--- src/rtl/iir_tdf2_mc.sv ---
// Multichannel transposed direct-form-II IIR filter; one tap per cycle on a shared multiplier pair.
// Optional macro IIR_TDF2_SAT_EN selects saturating arithmetic; without it every operation wraps.
module iir_tdf2_mc #(
    parameter int  DW    = 16,
    parameter int  ORDER = 2,
    parameter int  NCH   = 1,
    localparam int CHW   = (NCH > 1) ? $clog2(NCH) : 1
) (
    input  logic           clk,
    input  logic           reset,
    input  logic           coef_we,
    input  logic [DW-1:0]  coef_a,
    input  logic [DW-1:0]  coef_b,
    output logic           coef_ready,
    input  logic           in_valid,
    output logic           in_ready,
    input  logic [CHW-1:0] in_ch,
    input  logic [DW-1:0]  in_data,
    output logic           out_valid,
    output logic [CHW-1:0] out_ch,
    output logic [DW-1:0]  out_data,
    output logic           busy
);
    localparam int AW = 2 * DW;
    localparam int KW = $clog2(ORDER + 1);
    localparam logic [KW-1:0] K_LAST = KW'(ORDER);
    localparam logic signed [AW-1:0] HALF = {{(AW-DW){1'b0}}, 1'b1, {(DW-1){1'b0}}};
`ifdef IIR_TDF2_SAT_EN
    localparam logic signed [AW-1:0] SMAX = {1'b0, {(AW-1){1'b1}}};
    localparam logic signed [AW-1:0] SMIN = {1'b1, {(AW-1){1'b0}}};
    localparam logic signed [DW-1:0] DMAX = {1'b0, {(DW-1){1'b1}}};
    localparam logic signed [DW-1:0] DMIN = {1'b1, {(DW-1){1'b0}}};
`endif

    function automatic logic signed [AW-1:0] f_lmult(input logic signed [DW-1:0] p,
                                                      input logic signed [DW-1:0] q);
        logic signed [AW-1:0] prod;
        prod = AW'(p) * AW'(q);
`ifdef IIR_TDF2_SAT_EN
        // Only min*min overflows the doubling; it shows up as differing top two bits.
        if (prod[AW-1] != prod[AW-2]) f_lmult = prod[AW-1] ? SMIN : SMAX;
        else                          f_lmult = prod << 1;
`else
        f_lmult = prod << 1;
`endif
    endfunction

    function automatic logic signed [AW-1:0] f_ladd(input logic signed [AW-1:0] p,
                                                     input logic signed [AW-1:0] q);
`ifdef IIR_TDF2_SAT_EN
        logic signed [AW:0] sum;
        sum = {p[AW-1], p} + {q[AW-1], q};
        if (sum[AW] != sum[AW-1]) f_ladd = sum[AW] ? SMIN : SMAX;
        else                      f_ladd = sum[AW-1:0];
`else
        f_ladd = p + q;
`endif
    endfunction

    function automatic logic signed [DW-1:0] f_round(input logic signed [AW-1:0] v);
        f_round = DW'(f_ladd(v, HALF) >>> DW);
    endfunction

    function automatic logic signed [DW-1:0] f_neg(input logic signed [DW-1:0] y);
`ifdef IIR_TDF2_SAT_EN
        f_neg = (y == DMIN) ? DMAX : -y;
`else
        f_neg = -y;
`endif
    endfunction

    typedef enum logic [1:0] {S_IDLE, S_OUT, S_UPD} state_t;

    state_t               r_state, w_state_next;
    logic signed [DW-1:0] r_b [0:ORDER];
    logic signed [DW-1:0] r_a [1:ORDER];
    logic signed [DW-1:0] r_x, r_yn;
    logic [CHW-1:0]       r_ch;
    logic [KW-1:0]        r_k;
    logic                 r_out_valid;
    logic [CHW-1:0]       r_out_ch;
    logic [DW-1:0]        r_out_data;

    logic                 w_idle, w_coef_fire, w_accept, w_ch_ok, w_upd;
    logic [KW-1:0]        w_k_rd;
    int                   w_rd_idx, w_wr_idx;
    logic signed [DW-1:0] w_b, w_a, w_y;
    logic signed [AW-1:0] w_s_rd, w_mb, w_ma, w_s_new;
    logic signed [AW-1:0] w_s_all [0:NCH*ORDER-1];

    assign w_idle      = (r_state == S_IDLE);
    assign w_coef_fire = w_idle && coef_we;
    assign w_accept    = in_valid && w_idle && !coef_we;
    assign w_ch_ok     = (int'(in_ch) < NCH);
    assign w_upd       = (r_state == S_UPD);

    assign coef_ready = w_idle;
    assign in_ready   = w_idle && !coef_we;
    assign busy       = !w_idle;
    assign out_valid  = r_out_valid;
    assign out_ch     = r_out_ch;
    assign out_data   = r_out_data;

    always_ff @(posedge clk or posedge reset) begin
        if (reset) begin
            for (int k = 0; k <= ORDER; k++) r_b[k] <= '0;
            for (int k = 1; k <= ORDER; k++) r_a[k] <= '0;
        end else if (w_coef_fire) begin
            for (int k = 0; k < ORDER; k++) r_b[k] <= r_b[k+1];
            for (int k = 1; k < ORDER; k++) r_a[k] <= r_a[k+1];
            r_b[ORDER] <= coef_b;
            r_a[ORDER] <= coef_a;
        end
    end

    // State words, flattened as index ch*ORDER + k; a reload wipes every channel.
    for (genvar gi = 0; gi < NCH*ORDER; gi++) begin : g_state
        logic signed [AW-1:0] r_word;
        always_ff @(posedge clk or posedge reset) begin
            if (reset)                           r_word <= '0;
            else if (w_coef_fire)                r_word <= '0;
            else if (w_upd && w_wr_idx == gi)    r_word <= w_s_new;
        end
        assign w_s_all[gi] = r_word;
    end

    // OUT evaluates tap 0; UPD evaluates tap k, where tap ORDER has no incoming state.
    always_comb begin
        w_k_rd   = (r_state == S_OUT) ? '0 : r_k;
        w_rd_idx = int'(r_ch) * ORDER + int'(w_k_rd);
        w_wr_idx = int'(r_ch) * ORDER + int'(r_k) - 1;
        w_b = '0;
        for (int k = 0; k <= ORDER; k++) if (k == int'(w_k_rd)) w_b = r_b[k];
        w_a = '0;
        for (int k = 1; k <= ORDER; k++) if (k == int'(r_k)) w_a = r_a[k];
        w_s_rd = '0;
        if (int'(w_k_rd) < ORDER)
            for (int i = 0; i < NCH*ORDER; i++) if (i == w_rd_idx) w_s_rd = w_s_all[i];
        w_mb    = f_lmult(w_b, r_x);
        w_ma    = f_lmult(r_yn, w_a);
        w_y     = f_round(f_ladd(w_mb, w_s_rd));
        w_s_new = f_ladd(f_ladd(w_mb, w_ma), w_s_rd);
    end

    always_ff @(posedge clk or posedge reset) begin
        if (reset) r_state <= S_IDLE;
        else       r_state <= w_state_next;
    end

    always_comb begin
        w_state_next = r_state;
        case (r_state)
            S_IDLE:  if (w_accept && w_ch_ok) w_state_next = S_OUT;
            S_OUT:   w_state_next = S_UPD;
            S_UPD:   if (r_k == K_LAST) w_state_next = S_IDLE;
            default: w_state_next = S_IDLE;
        endcase
    end

    always_ff @(posedge clk or posedge reset) begin
        if (reset) begin
            r_x         <= '0;
            r_ch        <= '0;
            r_yn        <= '0;
            r_k         <= KW'(1);
            r_out_valid <= 1'b0;
            r_out_ch    <= '0;
            r_out_data  <= '0;
        end else begin
            r_out_valid <= 1'b0;
            case (r_state)
                S_IDLE: begin
                    if (w_accept && w_ch_ok) begin
                        r_x  <= in_data;
                        r_ch <= in_ch;
                    end
                end
                S_OUT: begin
                    r_out_data  <= w_y;
                    r_out_ch    <= r_ch;
                    r_out_valid <= 1'b1;
                    r_yn        <= f_neg(w_y);
                    r_k         <= KW'(1);
                end
                S_UPD: begin
                    r_k <= (r_k == K_LAST) ? KW'(1) : r_k + KW'(1);
                end
                default: ;
            endcase
        end
    end
endmodule

--- config.mk ---
export PLATFORM = sky130hd
export DESIGN_NAME = iir_tdf2_mc
export DESIGN_NICKNAME = d
export VERILOG_FILES = /design/src/rtl/iir_tdf2_mc.sv
export SDC_FILE = /design/constraint.sdc
export NUM_CORES = 2
export LEC_CHECK = 0
export BUFFER_PORTS_ARGS = -buffer_cell sky130_fd_sc_hd__buf_2
export CAP_MARGIN = 0
export CORE_ASPECT_RATIO = 1.1
export CORE_MARGIN = 3
export CORE_UTILIZATION = 50
export DETAILED_ROUTE_END_ITERATION = 8
export PLACE_DENSITY = 0.66
export SETUP_SLACK_MARGIN = 0.5
export SYNTH_ARGS = -nofsm -noshare
export SYNTH_HDL_FRONTEND = slang
export SYNTH_SLANG_ARGS = --single-unit
--- constraint.sdc ---
create_clock -name clk -period 10.4 [get_ports clk]
set_clock_uncertainty 0.15 [all_clocks]
set_input_delay 2.6 -clock clk [delete_from_list [all_inputs] [get_ports clk]]
set_output_delay 2.6 -clock clk [all_outputs]
set_load 0.01 [all_outputs]
==> impl_metrics.env <==
export IMPL_grt_overflow=0
export IMPL_synthCells=3571
export IMPL_die_width_um=246
export IMPL_finalCriticalPeriod_ns=9.56
export IMPL_first_pass_iters=5
export IMPL_drt_wl_total_mm=77.8
export IMPL_routed_via_count=23800
export IMPL_ys_seq_elements=196
export IMPL_drive_gt1_share_pct=10.2
export IMPL_worstSetupEndpointType="flip-flop"
export IMPL_max_freq_mhz=105
export IMPL_track_usage_pct=24.5
export IMPL_r2r_slack_ns=0.84
export IMPL_syn_area_per_cell_um2=8.89
export IMPL_synthesis_area_um2=31700
export IMPL_synth_nets=4420
export IMPL_cts_hold_buf=0
export IMPL_hold_end="r_a[21]"
export IMPL_area_growth_synth_to_final_pct=8.92
export IMPL_die_h_um=270
export IMPL_synth_yosys_seq_area_share_pct=15.5
export IMPL_worstSetupStartpointType="flip-flop"
export IMPL_grt_pass1_vias=24800
export IMPL_worstPathRequired_ns=10.62
export IMPL_worst_path_max_fanout=16
export IMPL_clockBufferDepth=2
export IMPL_h_tree_depth=4
export IMPL_status="finished, final reports clean"
export IMPL_io_pins=74
export IMPL_cp_common_cell="fa_1"
export IMPL_drv_cap=0
export IMPL_initial_core_util_pct=50.7
export IMPL_via_per_inst=5.30
export IMPL_r2r_cells=36
export IMPL_cts_tree="built"
export IMPL_critical_path_class="reg -> reg"
export IMPL_cpPeakStageDelay_ns=0.58
export IMPL_synthDistinctLibCells=85
export IMPL_hold_depth=2
export IMPL_place_detailed_hpwl_mm=63.0
export IMPL_synth_top_area_cell="fa_1"
export IMPL_rsz0062_at_grt="false"
export IMPL_cts_buffers=17
export IMPL_gp_congestion=0.895
export IMPL_io_buffer_count=73
export IMPL_r2r_start="r_k[0]"
export IMPL_diodes=0
export IMPL_cp_slowest_cell="dfstp_2"
export IMPL_maxSlewViolCount=0
export IMPL_max_slew_margin_pct=36.3
export IMPL_arrival_ns=9.78
export IMPL_min_delay_path_class="reg -> reg"
export IMPL_antenna_found_initial=0
export IMPL_cts_root_buf="clkbuf_16"
export IMPL_pre_cts_ws_ns=0.312
export IMPL_cts_sinks=196
export IMPL_synth_most_common_cell="nand2_1"
export IMPL_ant_nets=0
export IMPL_routedWlPerCell_um=17.3
export IMPL_grt_max_degree=113
export IMPL_synth_warning_count=0
export IMPL_grt_pass1_wl_mm=129
export IMPL_first_iter_violations=1316
export IMPL_ys_flop_type="dfrtp_1"
export IMPL_worst_slack_ns=0.840
export IMPL_yosys_area_top_type_share_pct=34.2
export IMPL_fin_crit_sh_pct=91.9
export IMPL_synthArstFlopShare_pct=100
export IMPL_fin_setup_tns_ns=0
export IMPL_core_area_um2=62600
export IMPL_hold_viol_final=0
export IMPL_ys_top_cells_by_count="739 x nand2_1, 618 x inv_1, 543 x fa_1"
export IMPL_hold_start="r_a[21]"
export IMPL_die_area_um2=66600
export IMPL_drc=0
export IMPL_synth_area_leaders="fa_1 34%, dfrtp_1 15%, ha_1 10%"
export IMPL_clkTransAtPathRegs_ns=0.09
export IMPL_synth_edf_count=0
export IMPL_worst_pin_slew_ns=0.956
export IMPL_crit_reg2reg_capture="g_state[0].r_word[31]"
export IMPL_fin_nets=4485
export IMPL_clk_latency_ns=0.52
export IMPL_setup_violations=0
export IMPL_rows=96
## layout make-up
cell class | count | area [um^2]
flip-flops and latches | 196 | 4910
fillers | 5688 | 28000
inverters | 618 | 2330
clock inverters | 15 | 236
well taps | 833 | 1040
multi-input cells | 2620 | 24400
repair buffers | 183 | 1230
clock buffers | 17 | 425
## repair_timing
item | in CTS | in global routing
pin swaps | 0 | 22
endpoints found under the setup margin | 14 | 31
setup buffers | 0 | 18
resized for setup | 9 | 75
## cells by family (layout without fill, tap and decap cells)
logic type / after synthesis / count (layout) / share of synthesized area (%)
muxes: 38 / 38 / 1.32
xor gates and xnor gates: 126 / 126 / 3.67
and+or+nand+nor: 1239 / 1239 / 17.8
AOI/OAI and AO/OA: 418 / 418 / 8.45
buffers and inverters: 755 / 833 / 8.96
DFF: 196 / 196 / 15.5
adders and majority gates: 799 / 799 / 44.3
## layout by cell type, fill, tap and decap left out, drive strengths merged, types with 9 or more instances in the layout
master and instances:
nand2 739, inv 630, fa 543, ha 253
dfrtp 195, buf 183, a21oi 171, and2 168
nor2 106, xnor2 93, nor2b 70, o21ai 62
a21o 35, mux2 30, or2 30, xor2 30
nand2b 25, nand3 22, nor3 22, a22oi 22
a211oi 20, clkbuf 17, o21bai 15, and3 15
or3 14, a22o 12, o21a 11, a31oi 11
nand4 9, o211ai 9
## worst max-delay path by stage
| stage | start | endpoint | slack, ns | depth (start not counted) |
|---|---|---|---|---|
| 2_1_floorplan | r_k[0] | r_yn[15] | 0.50 | 37 |
| 3_3_place_gp | r_k[0] | r_yn[15] | 0.40 | 38 |
| 3_5_place_dp | r_k[0] | r_yn[15] | 0.31 | 36 |
| 4_1_cts | r_k[0] | r_yn[15] | 0.43 | 39 |
| 5_1_grt | r_state[1] | r_yn[15] | 0.40 | 41 |
| 6_report | r_k[0] | g_state[0].r_word[31] | 0.84 | 36 |
## stage by stage
stage          instances  hold slack, ns  utilization [%]  instance area [um^2]
6_report            4482           0.336             55.3                 34600
2_1_floorplan       3571           0.296                -                 31700
3_3_place_gp        4432           0.307             53.3                 33400
4_1_cts             4464           0.335             54.4                 34100
5_1_grt             4482           0.363             55.3                 34600
3_5_place_dp        4432           0.313             53.3                 33400
## registers in the layout (all words and copies together) (netlist names), 2 cells and up
signal / cells
r_x: 16
g_state.r_word: 62
out_data: 15
r_a: 32
r_b: 48
r_state: 2
r_yn: 16
r_k: 2
## layer usage
metal	track usage (%)	up-vias	part of all wire (%)
met1	32.9	12100	43
met2	41.7	464	50
li1	-	11100	-
met5	0	-	0
met4	7.25	0	2.6
met3	2.79	110	3.8
## critical path, delay by kind of cell (launching register included)
kind / cells / cell delay [ns]
buf+inv: 9 / 1.22
flops: 1 / 0.58
fa+ha+maj: 9 / 3.85
compound gates: 9 / 2.11
xor+xnor: 2 / 0.38
simple gates: 7 / 1.13
Power is left out: the tool's default activity adds up to more than one toggle a clock period on the data nets, which glitch-free logic cannot reach.
